$ cat src/rtl/decode38_seq.sv
// Registered 3-to-8 one-hot decoder with valid/ready intake, per-code hold timer and all-zero counter.
// Optional active-low 7-segment output is enabled by defining DECODE38_SEG_EN.
module decode38_seq #(
    parameter int unsigned HOLD_CYCLES = 4
) (
    input  logic       clk,
    input  logic       rst_n,
    input  logic       in_valid,
    output logic       in_ready,
    input  logic [2:0] in_code,
    input  logic       in_nz,
    output logic [7:0] y,
    output logic       y_valid,
    output logic       done,
    output logic [7:0] zero_cnt
`ifdef DECODE38_SEG_EN
    ,
    output logic [6:0] seg
`endif
);

    typedef enum logic {
        ST_IDLE = 1'b0,
        ST_HOLD = 1'b1
    } state_t;

    // Counter is 8 bits wide so HOLD_CYCLES=1 (reload value 0) still has a legal width.
    localparam logic [7:0] HOLD_LAST = 8'(HOLD_CYCLES - 1);

    state_t     state_q, state_d;
    logic [7:0] cnt_q, cnt_d;
    logic [7:0] y_q, y_d;
    logic       y_valid_q, y_valid_d;
    logic       done_q, done_d;
    logic [7:0] zero_cnt_q, zero_cnt_d;
    logic       accept_s;
    logic       hold_end_s;

    assign accept_s   = in_valid && (state_q == ST_IDLE);
    assign hold_end_s = (state_q == ST_HOLD) && (cnt_q == 8'd0);

    // Next-state and output computation for the IDLE/HOLD controller.
    always_comb begin
        state_d    = state_q;
        cnt_d      = cnt_q;
        y_d        = y_q;
        y_valid_d  = y_valid_q;
        done_d     = 1'b0;
        zero_cnt_d = zero_cnt_q;
        case (state_q)
            ST_IDLE: begin
                if (accept_s && in_nz) begin
                    y_d       = 8'd1 << in_code;
                    y_valid_d = 1'b1;
                    cnt_d     = HOLD_LAST;
                    state_d   = ST_HOLD;
                end else if (accept_s) begin
                    if (zero_cnt_q != 8'hFF) begin
                        zero_cnt_d = zero_cnt_q + 8'd1;
                    end else begin
                        zero_cnt_d = zero_cnt_q;
                    end
                end else begin
                    state_d = ST_IDLE;
                end
            end
            ST_HOLD: begin
                if (cnt_q == 8'd0) begin
                    y_d       = 8'h00;
                    y_valid_d = 1'b0;
                    done_d    = 1'b1;
                    state_d   = ST_IDLE;
                end else begin
                    cnt_d = cnt_q - 8'd1;
                end
            end
            default: begin
                state_d   = ST_IDLE;
                y_d       = 8'h00;
                y_valid_d = 1'b0;
                cnt_d     = 8'd0;
            end
        endcase
    end

    // Controller state and registered outputs.
    always_ff @(posedge clk or negedge rst_n) begin
        if (!rst_n) begin
            state_q    <= ST_IDLE;
            cnt_q      <= 8'd0;
            y_q        <= 8'h00;
            y_valid_q  <= 1'b0;
            done_q     <= 1'b0;
            zero_cnt_q <= 8'd0;
        end else begin
            state_q    <= state_d;
            cnt_q      <= cnt_d;
            y_q        <= y_d;
            y_valid_q  <= y_valid_d;
            done_q     <= done_d;
            zero_cnt_q <= zero_cnt_d;
        end
    end

    assign in_ready = (state_q == ST_IDLE);
    assign y        = y_q;
    assign y_valid  = y_valid_q;
    assign done     = done_q;
    assign zero_cnt = zero_cnt_q;

`ifdef DECODE38_SEG_EN
    logic [6:0] seg_q, seg_d;

    // Active-low hex glyphs, bit order {g,f,e,d,c,b,a}.
    function automatic logic [6:0] hex_seg(input logic [2:0] code);
        logic [6:0] pat;
        case (code)
            3'd0:    pat = 7'b1000000;
            3'd1:    pat = 7'b1111001;
            3'd2:    pat = 7'b0100100;
            3'd3:    pat = 7'b0110000;
            3'd4:    pat = 7'b0011001;
            3'd5:    pat = 7'b0010010;
            3'd6:    pat = 7'b0000010;
            3'd7:    pat = 7'b1111000;
            default: pat = 7'h7F;
        endcase
        return pat;
    endfunction

    // Segment pattern tracks y: loaded on a non-zero accept, blanked when the hold ends.
    always_comb begin
        seg_d = seg_q;
        if (accept_s && in_nz) begin
            seg_d = hex_seg(in_code);
        end else if (hold_end_s) begin
            seg_d = 7'h7F;
        end else begin
            seg_d = seg_q;
        end
    end

    // Segment output register.
    always_ff @(posedge clk or negedge rst_n) begin
        if (!rst_n) begin
            seg_q <= 7'h7F;
        end else begin
            seg_q <= seg_d;
        end
    end

    assign seg = seg_q;
`else
    logic unused_s;
    assign unused_s = hold_end_s;
`endif

endmodule

$ cat config.mk
export PLATFORM = sky130hd
export DESIGN_NAME = decode38_seq
export DESIGN_NICKNAME = d
export VERILOG_FILES = /design/src/rtl/decode38_seq.sv
export SDC_FILE = /design/constraint.sdc
export NUM_CORES = 1
export LEC_CHECK = 0
export CAP_MARGIN = 20
export CORE_MARGIN = 4
export CORE_UTILIZATION = 45
export CTS_CLUSTER_DIAMETER = 150
export DETAILED_ROUTE_END_ITERATION = 8
export PLACE_DENSITY = 0.77
export SLEW_MARGIN = 40
export SYNTH_ARGS = -nofsm -noshare
export SYNTH_HDL_FRONTEND = slang
export SYNTH_SLANG_ARGS = --single-unit
$ cat constraint.sdc
create_clock -name clk -period 2 [get_ports clk]
set_input_delay 0.4 -clock clk [delete_from_list [all_inputs] [get_ports clk]]
set_output_delay 0.4 -clock clk [all_outputs]
set_load 0.03 [all_outputs]
**Word-level counts from Yosys, hierarchy flattened**

Cells that the tools add are included.

- Register bits: 27
- Bits in latches: 0
- RAM bits: 0
- ROM bits: 0
- Output and inout port bits: 19
- Word-level logic and storage cells: 35
- Memories: 0

- Add/sub/neg operators: 2
- Multiply operators: 0
- Divide/modulo/power cells: 0
- Order comparisons: 0
- Eq/ne operators: 4
- Shifts and indexed selects: 1
- Mux-type cells: 14
- Bitwise gates (word level): 2
- Reductions and logical operators: 6

Operators with widths:

| kind | number |
|---|---|
| $mux W8 | 4 |
| $pmux W8 S2 | 2 |
| $add A8 B1 Y8 const B | 1 |
| $logic_not A8 Y1 | 1 |
| $ne A8 B8 Y1 const B | 1 |
| $shl A1 B3 Y8 const A | 1 |
| $sub A8 B1 Y8 const B | 1 |
| $mux W1 | 6 |
| $ne A2 B1 Y1 const B | 2 |
| $pmux W1 S2 | 2 |
| $reduce_and A2 Y1 | 2 |
| $reduce_and A4 Y1 | 1 |
| $logic_and A1 B1 Y1 | 2 |
| $ne A2 B2 Y1 const B | 1 |
| $not A1 Y1 | 2 |

**Depth between registers and ports, before layout**

- Word-level depth: 5
- Gate-level depth with buffers: 5
- Depth with buffers taken out: 5

**Worst setup path before layout**

Ideal clock, no wire load.

- Kind: reg-to-reg
- Start: register cnt_q[0]
- End: register cnt_q[0]
- Setup time: 0.080 ns
- Arrival: 1.630 ns
- Required time: 1.920 ns
- Setup slack: 0.290 ns
- Cell stages (with the launch flop): 6
- Path buffers: 0
- Clock period less this slack: 1.710 ns
- Cells stage by stage: dfrtp_1 -> inv_1 -> ha_1 -> or3b_2 -> o21ai_0 -> mux2i_1

- Cells in the longest elaborated chain, start to end: 3
- Elaborated cells on any way between the ends: 6
- Classes of those cells: 1 x add/sub; 1 x eq/ne; 2 x mux; 2 x reduce/logical

Ends and longest elaborated chain:

| item | line | RTL |
|---|---|---|
| start, declared | 31 | `logic [7:0] cnt_q, cnt_d;` |
| start signal, assigned | 97 | `cnt_q <= cnt_d;` |
| $sub A8 B1 Y8 / $logic_not A8 Y1 (equally long branches) | 74, 68 |  |
| $mux W8 / $ne A2 B2 Y1 (equally long branches) | - |  |
| $pmux W8 S2 / $reduce_and A2 Y1 (equally long branches) | - |  |

Several ways; a longest one is shown, not always the timed one. The select of a mux whose other input is x is not followed.
A chain may end at the register's enable or synchronous reset.

**Worst setup path after layout**

- Start: register zero_cnt_q[1] (netlist: zero_cnt[1])
- End: output zero_cnt[1]

RTL lines:

| item | line | RTL |
|---|---|---|
| start, declared | 35 | `logic [7:0] zero_cnt_q, zero_cnt_d;` |
| start signal, assigned | 101 | `zero_cnt_q <= zero_cnt_d;` |
| end, declared | 15 | `output logic [7:0] zero_cnt` |

No word-level cell between the ends.

==> flow_summary_export.csv <==
group,metric,value,unit
drt,viasPerCell,6.059,
timing,fin_crit_sh,94.57,%
layout,layout.cells.non_filler,188,
critical_path,cpPeakStageDelay,0.71,ns
layout,nets,168,
critical_path,slowest_stage,"clkdlybuf4s50_1",
logic_synthesis,async_flop_share,100.0,%
clock_network,cts.sinks,27,
drt,first_pass_iters,4,
logic_synthesis,netlist_area,0.001300,sq mm
min_path,hp-class,"in -> async",
critical_path,cp-start-kind,"flip-flop",
drt,drt_wl_total,2917,um
logic_synthesis,syn_avg_cell_area,10.74,sq um
floorplan,initial_utilization,47.14,%
global_route,track_usage,17.40,%
layout,diodes,0,
floorplan,die_h,61.75,um
critical_path,r2r-end,"cnt_q[1]$_DFFE_PN0P_",
critical_path,arrival,1.49,ns
critical_path,critPathCaptureType,"output port",
global_route,grt_pass1_vias,1117,
place,place_hpwl,2188,um
critical_path,required,1.60,ns
place,place.gp.congestion,0.8559,
drt,drtIter0Drc,55,
drt,avgRoutedWirePerCell,15.52,um
logic_synthesis,synth.distinct_cells,40,
critical_path,rrSetupSlack,0.23,ns
critical_path,path_delay_family,"buffers and inverters",
logic_synthesis,ys_top_cells_by_count,"dfrtp_1 (27), nand2_1 (8), a21oi_1 (7)",
global_route,grt_overflow,0,
drt,vias,1139,
logic_synthesis,ys_seq_elements,27,
logic_synthesis,synth-edff-count,0,
critical_path,reg2reg_depth,6,
timing,fmax,0.5287,GHz
floorplan,num_rows,19,
logic_synthesis,synth_ff_type,"dfrtp_1",
clock_network,postCtsHoldBufs,0,
timing,hold_viol,0,
global_route,antenna_found_initial,0,
place,place_inst,184,
clock_network,cts-root-buf,"clkbuf_4",
logic_synthesis,yosysWarnings,0,
logic_synthesis,synth_nets,131,
timing,setup_violations,0,
clock_network,clk_latency,0.32,ns
logic_synthesis,yosys.area.top_type,"dfrtp_1",
logic_synthesis,synth_most_common_cell,"dfrtp_1",
place,io_buffers,25,
timing,rsz0062_at_grt,"no",
timing,maxSlewViolCount,0,
clock_network,cts_buffers,3,
critical_path,rr_startpoint,"cnt_q[0]$_DFFE_PN0P_",
pwr,p_per_area,1074,mW/mm^2
critical_path,worstPathMaxFanout,6,
drt,ant_nets,0,
flow_run,maxCapViolations,0,
clock_network,clk_pin_slew,0.15,ns
critical_path,critical_path_class,"reg -> out",
timing,relSlewSlack,70.51,%
critical_path,critical_path_depth,1,
layout,syn2layout_area_growth,29.93,%
clock_network,cts_tree,"built",
global_route,grt_pass1_wl,4905,um
timing,post-route-min-period,1.891,ns
timing,setup_tns,0,ns
status,status,"finished, final reports clean",
logic_synthesis,netlist_instances,121,
clock_network,clockBufferDepth,2,
critical_path,worstPathCellList,"clkdlybuf4s50_1",
clock_network,cts-htree-levels,1,
drt,drc_errors,0,
floorplan,die_w,61.75,um
global_route,grt_max_degree,28,
pwr,power.leakage,0.7761,nW
logic_synthesis,synth.top_cell.area_share,51.97,%
logic_synthesis,ys_seq_area_share,51.97,%
logic_synthesis,synthTopCellsByArea,"dfrtp_1 (52%), a22o_1 (4.0%), ha_1 (2.9%)",
timing,skew,0.006265,ns
floorplan,dieArea,0.003813,sq mm
layout,final_util,61.25,%
layout,fill_cells,246,
floorplan,coreArea,0.002758,sq mm
floorplan,io_pins,26,
layout,drive_gt1_share,12.74,%
timing,worstMarginPinSlew,0.4414,ns
pwr,ir_drop,0.0007820,V
critical_path,path_buf_inv,1,
[layout make-up]
cell class	count	area (sq um)	area share [%]
Multi-Input combinational cell	85	590.6	34.96
Clock buffer	4	26.28	1.556
Tap cell	31	38.79	2.296
Timing Repair Buffer	36	339.1	20.07
Sequential cell	27	675.6	40.00
Inverter	5	18.77	1.111
[sequential cells by signal, summed over array words and instances, names as in the netlist]
name,cells
y_valid,1
zero_cnt,8
done,1
y,8
cnt_q,8
state_q,1
[routing by layer]
| layer | up-vias | routed length (um) | track usage, % |
|---|---|---|---|
| li1 | 526 | - | - |
| met4 | 0 | 19 | 7.879 |
| met2 | 26 | 1514 | 30.94 |
| met3 | 2 | 123 | 2.273 |
| met5 | - | 0 | 0 |
| met1 | 585 | 1259 | 20.84 |
[stage by stage]
stage | setup WS (ns) | instance area (sq um) | hold WS, ns | total power, mW
2_1_floorplan | 0.2904 | 1300 | 0.1044 | 1.285
5_1_grt | 0.03481 | 1689 | 0.4232 | 1.957
3_5_place_dp | -0.1424 | 1657 | 0.4649 | 1.589
6_report | 0.1086 | 1689 | 0.4141 | 1.813
3_3_place_gp | -0.1057 | 1657 | 0.4674 | 1.554
4_1_cts | 0.03689 | 1682 | 0.4254 | 1.829
[cells in the final DEF, fill, tap and decap left out, types with 4 or more instances in the layout]
master | Yosys | routed
buf_4 | 0 | 11
nand2_1 | 8 | 8
dfrtp_1 | 27 | 27
nor3_1 | 5 | 5
nor3b_1 | 4 | 4
inv_1 | 5 | 5
nand3_1 | 4 | 4
nor2_1 | 5 | 5
a22o_1 | 6 | 6
o21ai_0 | 4 | 4
a21oi_1 | 7 | 7
clkdlybuf4s50_1 | 0 | 21
[kinds of logic (layout without fill, tap and decap cells)]
family / after synthesis / after routing / synth area share (%)
fa+ha+maj: 3 / 3 / 2.888
xor+xnor: 2 / 2 / 1.348
simple gates: 43 / 43 / 19.64
buf+inv: 9 / 45 / 2.598
flops: 27 / 27 / 51.97
mux: 5 / 5 / 4.138
compound gates: 32 / 32 / 17.42
[timing repair]
| item | in CTS | in global routing |
|---|---|---|
| setup buffers | 0 | 0 |
| endpoints found under the setup margin | 1 | 3 |
| endpoints found under the hold margin | 0 | 0 |
| resized for setup | 1 | 3 |
| pin swaps | 0 | 0 |
[worst max-delay path by stage]
stage	slack, ns	startpoint	endpoint
final	0.11	zero_cnt[1]$_DFFE_PN0P_	zero_cnt[1]
after global routing	0.03	zero_cnt[1]$_DFFE_PN0P_	zero_cnt[1]
after CTS	0.04	zero_cnt[2]$_DFFE_PN0P_	zero_cnt[2]
after detailed placement	-0.14	in_valid	zero_cnt[7]$_DFFE_PN0P_
after global placement	-0.11	in_valid	zero_cnt[7]$_DFFE_PN0P_
after floorplan	0.29	cnt_q[0]$_DFFE_PN0P_	cnt_q[0]$_DFFE_PN0P_
[power by group]
group / leakage [nW] / internal, mW / switching (mW) / total (mW)
Combinational: 0.414 / 0.344 / 0.386 / 0.730
Sequential: 0.347 / 0.688 / 0.155 / 0.843
Clock: 0.0150 / 0.0781 / 0.162 / 0.240
Total: 0.776 / 1.11 / 0.704 / 1.81
No activity file was read; power rests on OpenSTA's default activity.
